**src/rtl/rename_dispatch_controller_if.sv**
```systemverilog
// Decode-group / credit bundle between the decode stage and the rename dispatch gate.
// master drives the decode group and credits; slave is the dispatch controller.
interface rename_dispatch_controller_if #(
   parameter int unsigned ROB_CNT_W = 6
);
   logic                 flush;
   logic                 group_valid;
   logic [2:0]           slot_valid;
   logic [2:0]           need_reg;
   logic [2:0]           need_lsq;
   logic [2:0]           rename_ready;
   logic [2:0]           lsq_alloc_ready;
   logic [ROB_CNT_W-1:0] rob_free_count;
   logic [2:0]           dispatch_valid;
   logic                 group_accept;
   logic                 recovering;
   logic [1:0]           stall_reason;
   logic                 stall_timeout;

   modport master (
      output flush, group_valid, slot_valid, need_reg, need_lsq, rename_ready,
             lsq_alloc_ready, rob_free_count,
      input  dispatch_valid, group_accept, recovering, stall_reason, stall_timeout
   );

   modport slave (
      input  flush, group_valid, slot_valid, need_reg, need_lsq, rename_ready,
             lsq_alloc_ready, rob_free_count,
      output dispatch_valid, group_accept, recovering, stall_reason, stall_timeout
   );
endinterface

```
**src/rtl/rename_dispatch_controller.sv**
```systemverilog
// In-order 3-wide rename dispatch gate. Grants the longest prefix of the still-pending decode
// slots that fits the RAT, LSQ and ROB credits, holds partially dispatched groups, and blocks
// dispatch for a recovery window after a flush.
// Optional feature: define DISPATCH_PERF_CNT_EN to add the perf_disp_cnt / perf_stall_cnt
// counters and ports.
module rename_dispatch_controller #(
   parameter int unsigned ROB_CNT_W   = 6,
   parameter int unsigned FLUSH_WAIT  = 2,
   parameter int unsigned STALL_LIMIT = 255,
   parameter int unsigned STALL_W     = 8
) (
   input  logic                              clk,
   input  logic                              reset,
   rename_dispatch_controller_if.slave       bus
`ifdef DISPATCH_PERF_CNT_EN
   ,
   output logic [31:0]                       perf_disp_cnt,
   output logic [31:0]                       perf_stall_cnt
`endif
);

   localparam int unsigned RcntW = (FLUSH_WAIT < 2) ? 1 : $clog2(FLUSH_WAIT + 1);

   typedef enum logic {StRun, StRecover} state_e;

   state_e             state_q;
   logic [2:0]         pending_q;
   logic [RcntW-1:0]   rcnt_q;
   logic [STALL_W-1:0] wdog_q;
   logic               stall_timeout_q;

   logic [1:0] c_reg, c_lsq, c_rob;
   logic [1:0] sum_reg, sum_lsq, sum_rob;
   logic [2:0] eff, grant_raw, grant;
   logic [1:0] reason_raw;
   logic       blocked, run_ok, accept;

   function automatic logic [1:0] therm_to_cnt(input logic [2:0] t);
      if (t[2])      return 2'd3;
      else if (t[1]) return 2'd2;
      else if (t[0]) return 2'd1;
      else           return 2'd0;
   endfunction

   // Credit decode and in-order prefix grant walk over the effective slots.
   always_comb begin
      c_reg      = therm_to_cnt(bus.rename_ready);
      c_lsq      = therm_to_cnt(bus.lsq_alloc_ready);
      c_rob      = (bus.rob_free_count >= ROB_CNT_W'(3)) ? 2'd3 : bus.rob_free_count[1:0];
      eff        = pending_q & bus.slot_valid & {3{bus.group_valid}};
      sum_reg    = 2'd0;
      sum_lsq    = 2'd0;
      sum_rob    = 2'd0;
      blocked    = 1'b0;
      grant_raw  = 3'b000;
      reason_raw = 2'b00;
      for (int i = 0; i < 3; i++) begin
         if (eff[i] && !blocked) begin
            // At most three slots, so a 2-bit sum never wraps.
            sum_reg = sum_reg + 2'(bus.need_reg[i]);
            sum_lsq = sum_lsq + 2'(bus.need_lsq[i]);
            sum_rob = sum_rob + 2'd1;
            if (sum_reg > c_reg) begin
               blocked    = 1'b1;
               reason_raw = 2'b01;
            end else if (sum_lsq > c_lsq) begin
               blocked    = 1'b1;
               reason_raw = 2'b10;
            end else if (sum_rob > c_rob) begin
               blocked    = 1'b1;
               reason_raw = 2'b11;
            end else begin
               grant_raw[i] = 1'b1;
            end
         end
      end
   end

   // Outputs: dispatch is suppressed during flush, recovery and while reset is held.
   always_comb begin
      run_ok             = reset && (state_q == StRun) && !bus.flush;
      grant              = run_ok ? grant_raw : 3'b000;
      accept             = run_ok && bus.group_valid && ((eff & ~grant_raw) == 3'b000);
      bus.dispatch_valid = grant;
      bus.group_accept   = accept;
      bus.stall_reason   = run_ok ? reason_raw : 2'b00;
      bus.recovering     = (state_q == StRecover);
      bus.stall_timeout  = stall_timeout_q;
   end

   // Control FSM: pending mask, recovery countdown and stall watchdog.
   always_ff @(posedge clk or negedge reset) begin
      if (!reset) begin
         state_q         <= StRun;
         pending_q       <= 3'b111;
         rcnt_q          <= '0;
         wdog_q          <= '0;
         stall_timeout_q <= 1'b0;
      end else if (bus.flush) begin
         state_q         <= StRecover;
         pending_q       <= 3'b111;
         rcnt_q          <= RcntW'(FLUSH_WAIT);
         wdog_q          <= '0;
         stall_timeout_q <= 1'b0;
      end else begin
         unique case (state_q)
            StRun: begin
               if (accept) begin
                  pending_q <= 3'b111;
               end else if (grant != 3'b000) begin
                  pending_q <= pending_q & ~grant;
               end
               if (accept || (grant != 3'b000)) begin
                  wdog_q <= '0;
               end else if (eff != 3'b000) begin
                  if (wdog_q != STALL_W'(STALL_LIMIT)) wdog_q <= wdog_q + STALL_W'(1);
                  // Set on the same edge the count lands on the limit.
                  if (wdog_q >= STALL_W'(STALL_LIMIT - 1)) stall_timeout_q <= 1'b1;
               end
            end
            StRecover: begin
               if (rcnt_q == RcntW'(1)) state_q <= StRun;
               rcnt_q <= rcnt_q - RcntW'(1);
            end
            default: state_q <= StRun;
         endcase
      end
   end

`ifdef DISPATCH_PERF_CNT_EN
   // Wrapping performance counters; only reset clears them, flush does not.
   always_ff @(posedge clk or negedge reset) begin
      if (!reset) begin
         perf_disp_cnt  <= '0;
         perf_stall_cnt <= '0;
      end else begin
         perf_disp_cnt <= perf_disp_cnt + 32'(grant[0]) + 32'(grant[1]) + 32'(grant[2]);
         if ((eff != 3'b000) && (grant == 3'b000)) perf_stall_cnt <= perf_stall_cnt + 32'd1;
      end
   end
`endif

endmodule

```
**src/flat_wrapper.sv**
```systemverilog
// flat-port wrapper written by rule: the top's interface ports become plain ports
module rename_dispatch_controller_flat 
#(
   parameter int unsigned ROB_CNT_W   = 6,
   parameter int unsigned FLUSH_WAIT  = 2,
   parameter int unsigned STALL_LIMIT = 255,
   parameter int unsigned STALL_W     = 8
)
  (clk, reset, bus_flush, bus_group_valid, bus_slot_valid, bus_need_reg, bus_need_lsq, bus_rename_ready, bus_lsq_alloc_ready, bus_rob_free_count, bus_dispatch_valid, bus_group_accept, bus_recovering, bus_stall_reason, bus_stall_timeout);
  rename_dispatch_controller_if #(.ROB_CNT_W(ROB_CNT_W)) bus_i ();
  input  logic clk;
  input  logic reset;
  input wire logic [$bits(bus_i.flush)-1:0] bus_flush;
  input wire logic [$bits(bus_i.group_valid)-1:0] bus_group_valid;
  input wire logic [$bits(bus_i.slot_valid)-1:0] bus_slot_valid;
  input wire logic [$bits(bus_i.need_reg)-1:0] bus_need_reg;
  input wire logic [$bits(bus_i.need_lsq)-1:0] bus_need_lsq;
  input wire logic [$bits(bus_i.rename_ready)-1:0] bus_rename_ready;
  input wire logic [$bits(bus_i.lsq_alloc_ready)-1:0] bus_lsq_alloc_ready;
  input wire logic [$bits(bus_i.rob_free_count)-1:0] bus_rob_free_count;
  output wire logic [$bits(bus_i.dispatch_valid)-1:0] bus_dispatch_valid;
  output wire logic [$bits(bus_i.group_accept)-1:0] bus_group_accept;
  output wire logic [$bits(bus_i.recovering)-1:0] bus_recovering;
  output wire logic [$bits(bus_i.stall_reason)-1:0] bus_stall_reason;
  output wire logic [$bits(bus_i.stall_timeout)-1:0] bus_stall_timeout;
  assign bus_i.flush = bus_flush;
  assign bus_i.group_valid = bus_group_valid;
  assign bus_i.slot_valid = bus_slot_valid;
  assign bus_i.need_reg = bus_need_reg;
  assign bus_i.need_lsq = bus_need_lsq;
  assign bus_i.rename_ready = bus_rename_ready;
  assign bus_i.lsq_alloc_ready = bus_lsq_alloc_ready;
  assign bus_i.rob_free_count = bus_rob_free_count;
  assign bus_dispatch_valid = bus_i.dispatch_valid;
  assign bus_group_accept = bus_i.group_accept;
  assign bus_recovering = bus_i.recovering;
  assign bus_stall_reason = bus_i.stall_reason;
  assign bus_stall_timeout = bus_i.stall_timeout;
  rename_dispatch_controller #(.ROB_CNT_W(ROB_CNT_W), .FLUSH_WAIT(FLUSH_WAIT), .STALL_LIMIT(STALL_LIMIT), .STALL_W(STALL_W)) u_core (.clk(clk), .reset(reset), .bus(bus_i));
endmodule
```
**config.mk**
```make
export PLATFORM = sky130hd
export DESIGN_NAME = rename_dispatch_controller_flat
export DESIGN_NICKNAME = d
export VERILOG_FILES = /design/src/rtl/rename_dispatch_controller_if.sv /design/src/rtl/rename_dispatch_controller.sv /design/src/flat_wrapper.sv
export SDC_FILE = /design/constraint.sdc
export NUM_CORES = 1
export LEC_CHECK = 0
export ABC_AREA = 1
export BUFFER_PORTS_ARGS = -buffer_cell sky130_fd_sc_hd__buf_2
export CORE_UTILIZATION = 57
export DETAILED_ROUTE_END_ITERATION = 12
export PLACE_DENSITY = 0.81
export SLEW_MARGIN = 20
export SYNTH_ARGS = -nofsm -noshare
export SYNTH_HDL_FRONTEND = slang
export SYNTH_SLANG_ARGS = --single-unit
```
**constraint.sdc**
```tcl
create_clock -name clk -period 5.8 [get_ports clk]
set_input_delay 1.45 -clock clk [delete_from_list [all_inputs] [get_ports clk]]
set_output_delay 1.45 -clock clk [all_outputs]
set_load 0.01 [all_outputs]
```
Word level (Yosys, flattened, before mapping):

Cells that the tools add are included.

* magnitude comparators: 11
* multiplexer cells: 66
* bitwise operators: 7
* equality and inequality tests: 4
* $add $sub $neg: 8
* reductions and logical operators: 22

Operators by type and width (count)
* 2-bit two-way mux: 23
* 8-bit two-way mux: 5
* 1-bit two-way mux: 33
* 3-bit two-way mux: 5
* 3-bit nonzero test: 5
* 3-bit AND: 4
* 2-bit greater-than comparator: 6
* 8-bit by 1-bit adder with 8-bit output (second input constant): 1
* 8-bit >= comparator (second input constant): 1
* 8-bit inequality test (second input constant): 1
* 6-bit by 2-bit >= comparator with 1-bit output (second input constant): 1
* 1-bit logical AND: 6
* 3-bit inverter: 2
* 2-bit nonzero test: 3
* 1-bit by 1-bit adder with 2-bit output: 2
* 2-bit by 1-bit adder with 2-bit output: 2
* 1-bit by 2-bit greater-than comparator with 1-bit output: 2
* 2-bit inequality test (second input constant): 2
* 4-bit AND reduction: 1
* 1-bit logical NOT: 3
* 3-bit logical NOT: 1
* 3-bit AND reduction: 1
* 1-bit by 1-bit adder with 2-bit output (second input constant): 1
* 2-bit by 1-bit adder with 2-bit output (second input constant): 1
* 6 further kinds: 6

* output and inout bits: 8
* input port bits: 25
* register bits after elaboration: 15
* word-level logic and storage cells: 123

Depth between registers and ports, before layout:

* depth after elaboration: 24
* depth in mapped cells: 27
* depth with buffers taken out: 27

Worst setup path before layout:

Ideal clock, no wire load.

* kind: input to output
* start: input bus_lsq_alloc_ready[0]
* end: output bus_group_accept
* arrival: 4.041 ns
* buffers on the path: 1
* required time: 4.350 ns
* slack: 0.309 ns
* stages on the path: 24
* cells stage by stage: inv_1 -> o21bai_1 -> ha_1 -> nor2_1 -> nand2_2 -> nand3_4 -> nand2_8 -> nand2_1 -> nand2_1 -> o21ai_0 -> ha_1 -> xor2_1 -> inv_1 -> ha_1 -> inv_1 -> o21bai_1 -> nand2_1 -> nand2_2 -> nor2_4 -> nand4_4 -> nand2_2 -> nand2_4 -> buf_6 -> inv_1

* word-level cells in the longest chain between the ends: 20
* elaborated cells on any way between the ends: 39

RTL lines
* start, declared: RTL line flat_wrapper.sv:19 `input wire logic [$bits(bus_i.lsq_alloc_ready)-1:0] bus_lsq_alloc_ready;`
* 1-bit two-way mux *: RTL line rename_dispatch_controller.sv:41 `else if (t[0]) return 2'd1;`
* 2-bit two-way mux *: RTL line rename_dispatch_controller.sv:40 `else if (t[1]) return 2'd2;`
* 2-bit two-way mux *: RTL line rename_dispatch_controller.sv:39 `if (t[2]) return 2'd3;`
* 1-bit by 2-bit greater-than comparator with 1-bit output: RTL line rename_dispatch_controller.sv:66 `end else if (sum_lsq > c_lsq) begin`
* 1-bit two-way mux: RTL line rename_dispatch_controller.sv:66
* 1-bit two-way mux: RTL line rename_dispatch_controller.sv:63 `if (sum_reg > c_reg) begin`
* 1-bit two-way mux: RTL line rename_dispatch_controller.sv:58 `if (eff[i] && !blocked) begin`
* 1-bit logical NOT: RTL line rename_dispatch_controller.sv:58
* [4 not listed]
* 1-bit two-way mux: RTL line rename_dispatch_controller.sv:69 `end else if (sum_rob > c_rob) begin`
* 1-bit two-way mux: RTL line rename_dispatch_controller.sv:66
* 1-bit two-way mux: RTL line rename_dispatch_controller.sv:63
* 1-bit two-way mux: RTL line rename_dispatch_controller.sv:58
* 3-bit inverter *: RTL line rename_dispatch_controller.sv:83 `accept = run_ok && bus.group_valid && ((eff & ~grant_raw) == 3'b000);`
* 3-bit AND *: RTL line rename_dispatch_controller.sv:83
* 3-bit logical NOT *: RTL line rename_dispatch_controller.sv:83
* 1-bit logical AND *: RTL line rename_dispatch_controller.sv:83
* end, declared: RTL line flat_wrapper.sv:22 `output wire logic [$bits(bus_i.group_accept)-1:0] bus_group_accept;`

Mark *: on every way between the ends. The rest lies on a longest branch, timed or not.

Worst setup path in the final report:

* start: input bus_rename_ready[2]
* end: output bus_stall_reason[0]

* word-level cells in the longest chain between the ends: 14
* elaborated cells on any way between the ends: 33

RTL lines
* start, declared: RTL line flat_wrapper.sv:18 `input wire logic [$bits(bus_i.rename_ready)-1:0] bus_rename_ready;`
* 2-bit two-way mux *: RTL line rename_dispatch_controller.sv:39
* 1-bit by 2-bit greater-than comparator with 1-bit output: RTL line rename_dispatch_controller.sv:63
* 1-bit two-way mux: RTL line rename_dispatch_controller.sv:63
* 1-bit two-way mux: RTL line rename_dispatch_controller.sv:58
* 1-bit logical NOT: RTL line rename_dispatch_controller.sv:58
* 1-bit logical AND: RTL line rename_dispatch_controller.sv:58
* 2-bit two-way mux: RTL line rename_dispatch_controller.sv:58
* 2-bit by 1-bit adder with 2-bit output: RTL line rename_dispatch_controller.sv:62 `sum_rob = sum_rob + 2'd1;`
* 2-bit greater-than comparator: RTL line rename_dispatch_controller.sv:69
* 2-bit two-way mux: RTL line rename_dispatch_controller.sv:69
* 2-bit two-way mux: RTL line rename_dispatch_controller.sv:66
* 2-bit two-way mux: RTL line rename_dispatch_controller.sv:63
* 2-bit two-way mux *: RTL line rename_dispatch_controller.sv:58
* 2-bit two-way mux *: RTL line rename_dispatch_controller.sv:86 `bus.stall_reason = run_ok ? reason_raw : 2'b00;`
* end, declared: RTL line flat_wrapper.sv:24 `output wire logic [$bits(bus_i.stall_reason)-1:0] bus_stall_reason;`

Marked as above.

==> impl_results.md <==
- Routed Antenna Nets: 0
- Area Overhead vs Synth: 17.12%
- Final Max Slew Viols: 0
- Final net count: 338
- Post CTS Setup Buffer Count: 0
- Number of global-route vias before repair: 1669
- Routed vias: 1762
- Fraction of the cycle the final worst path needs: 96.30%
- Design Area, Final: 2166 sq um
- Site Rows: 20
- Compound-Gate Fraction of Synth Area: 11.03%
- DRT Wirelength: 3964 um
- Mux cell area share after synthesis: 0%
- DR DRC count: 0
- Number of max-cap violations: 0
- Avg Cell Area, Syn: 7.252 sq um
- Port Buffer Count: 32
- Synth area leaders: dfrtp_1 16%, ha_1 14%, nand2_1 11%
- H-tree depth: 1
- Finish-stage setup viols: 0
- Mapped cell area: 1849 sq um
- Top_reg_cell synth: dfrtp_1
- Clock root buffer: clkbuf_4
- Hold Violations, Final: 0
- CTS tree: built
- Starting Density: 60.08%
- Die W: 58.96 um
- Final global-route overflow total: 0
- Worst Tran Pin Value: 0.3687 ns
- Power per cell area: 132.6 nW/um^2
- Crit path max fanout: 7
- Sequential-to-total area share from yosys stat: 20.50%
- Setup crit start kind: input port
- Combinational family with the most area after synthesis: simple AND/OR/NAND/NOR gates
- Top cells by count, synth: 56 x nand2_1, 41 x inv_1, 26 x nor2_1
- Clock transition at the registers of the reported paths: 0.08 ns
- Slowest Stage Delay on Critical Path: 0.27 ns
- Initial DRC count: 70
- Crit end category: output pin
- Synth cell types: 38
- Die area: 3476 sq um
- Crit-path cells: buf_2, o21bai_4, ha_4, nor2_2, nand2_2, nand3_4, nand2_8, nand2_8, nand2_1, o21ai_1, ha_2, xor2_1, inv_1, ha_4, nand2_1, a22oi_2, nand3b_1, o21ai_1, a31oi_1, buf_2
- FFs w/ async S/R, synth: 100.0%
- Count leader, synth: nand2_1
- I/O pin total: 33
- Initial antenna violation count: 0
- Area share of the largest cell type after synthesis: 16.24%
- Pre-CTS setup slack: 0.04095 ns
- First-pass GRT wire length: 6568 um
- Largest net degree at the start of global routing: 17
- Sink Count: 15
- Slowest CP cell: ha_4
- CORE AREA: 3078 sq um
- Inserted Diodes: 0
- Post-synthesis simple-gate area fraction: 38.90%
- LEAKAGE: 1.228 nW
- Worst VDD drop: 0.0001453 V
- Layout cell share with drive strength beyond 1: 28.52%
- Multi-input logic area: 1343 sq um
- Total CTS buffers: 3
- Setup TNS: 0 ns
- CP Class: input port to output pin
- HPWL Detailed: 3137 um
- Max frequency: 0.1790 GHz
- Yosys top cell by area: dfrtp_1
- Avg WL per Cell: 11.83 um
- Hold_buf cts: 0
- Final WS setup: 0.2144 ns
- DRT Pass-1 Iters: 4
- Yosys warnings: 0
- Register area: 379.1 sq um
- Final Skew: 0.007182 ns
- GR Util All Layers: 24.23%
- Fillers: 264
- Tightest Hold Check Type: register to register
- Via density: 5.260
- Area after DPL: 2053 sq um
- Fin util: 70.37%
- Number of synthesized flops with an enable pin: 0
- Rel. slew slack: 75.36%
- Synth Area in Adders: 14.21%
- Clock Tree Buf Depth: 2
- Synthesized Nets: 301
- Number of synthesized register bits: 15
- # resized after CTS: 0
- Chip Height: 58.96 um
- Post-layout min period: 5.586 ns
- XOR/XNOR Fraction of Synth Area: 3.789%
- Routability congestion estimate: 0.8434
- Outcome: complete, no violations
- Critical path arrival: 4.14 ns
- Clock Latency Late Sink: 0.28 ns
- Critical Path RT: 4.35 ns
- Cells after Synth: 255
-- placed cells by master, fill, tap and decap left out, types with 4 or more instances in the layout --
master    netlist  final
nor2_1         26     24
xor2_1          6      6
dfrtp_1        12     12
buf_2           0     32
nor2_2          2      4
nand2_1        56     54
inv_1          41     41
o21ai_0         6      4
nand3b_1        4      4
nand4_1         5      5
nand2_2         6      7
ha_1           21     17
o211ai_1        9      9
nand3_1        16     16
-- power by group --
group	internal (mW)	leakage (nW)	switching, mW
clock	0.0266	0.0150	0.0310
sequential	0.111	0.189	0.00417
combinational	0.0433	1.02	0.0716
-- kinds of logic after synthesis --
family | count (synthesis)
flops | 15
simple gates | 134
fa+ha+maj | 21
xor+xnor | 8
compound gates | 28
buf+inv | 49
-- per-layer routing --
layer / wire [um] / up-vias / GRT usage [%]
met4: 25 / 0 / 8.163
li1: - / 911 / -
met5: 0 / - / 0
met2: 2151 / 43 / 48.21
met1: 1648 / 806 / 27.13
met3: 139 / 2 / 0.8791
-- flip-flops by register name (all words and copies together), names as in the netlist --
| name | cells |
|---|---|
| u_core.pending_q | 3 |
| u_core.bus.recovering | 1 |
| u_core.wdog_q | 8 |
| u_core.rcnt_q | 2 |
| u_core.bus.stall_timeout | 1 |
-- worst max-delay path, delay by kind of cell --
kind | cells | cell delay, ns
and+or+nand+nor | 8 | 0.76
AOI/OAI and AO/OA | 5 | 0.73
adders and majority gates | 3 | 0.71
buffers and inverters | 3 | 0.36
xor gates and xnor gates | 1 | 0.14
-- path summary, 6_finish.rpt --
| check | startpoint | end | slack, ns | cells after the start |
|---|---|---|---|---|
| min in group asynchronous | reset | u_core.wdog_q[6]$_DFFE_PN0P_ | 1.06 | 1 |
| worst min register to register | u_core.pending_q[2]$_DFFE_PN1P_ | u_core.pending_q[2]$_DFFE_PN1P_ | 0.50 | 2 |
| worst max-delay path | bus_rename_ready[2] | bus_stall_reason[0] | 0.21 | 20 |
| worst min-delay path | u_core.pending_q[2]$_DFFE_PN1P_ | u_core.pending_q[2]$_DFFE_PN1P_ | 0.50 | 2 |
| max in group asynchronous | reset | u_core.pending_q[2]$_DFFE_PN1P_ | 4.43 | 1 |
| worst max register to register | u_core.pending_q[0]$_DFFE_PN1P_ | u_core.wdog_q[5]$_DFFE_PN0P_ | 2.26 | 23 |
-- final cells by class --
type | instances | share of cell area [%]
Timing Repair Buffer | 35 | 8.434
Inverter | 46 | 8.319
Multi-Input combinational cell | 191 | 61.99
Sequential cell | 15 | 17.50
Tap cell | 44 | 2.542
Clock buffer | 4 | 1.213
-- stage by stage --
| stage | total power [mW] | instances | hold WS (ns) |
|---|---|---|---|
| after floorplan | 0.1935 | 255 | 0.4642 |
| after global placement | 0.2202 | 331 | 0.4809 |
| after detailed placement | 0.2230 | 331 | 0.4827 |
| after CTS | 0.2820 | 335 | 0.4984 |
| after global routing | 0.3091 | 335 | 0.5275 |
| final | 0.2872 | 335 | 0.4951 |
Power figures use the tool's default switching activity.
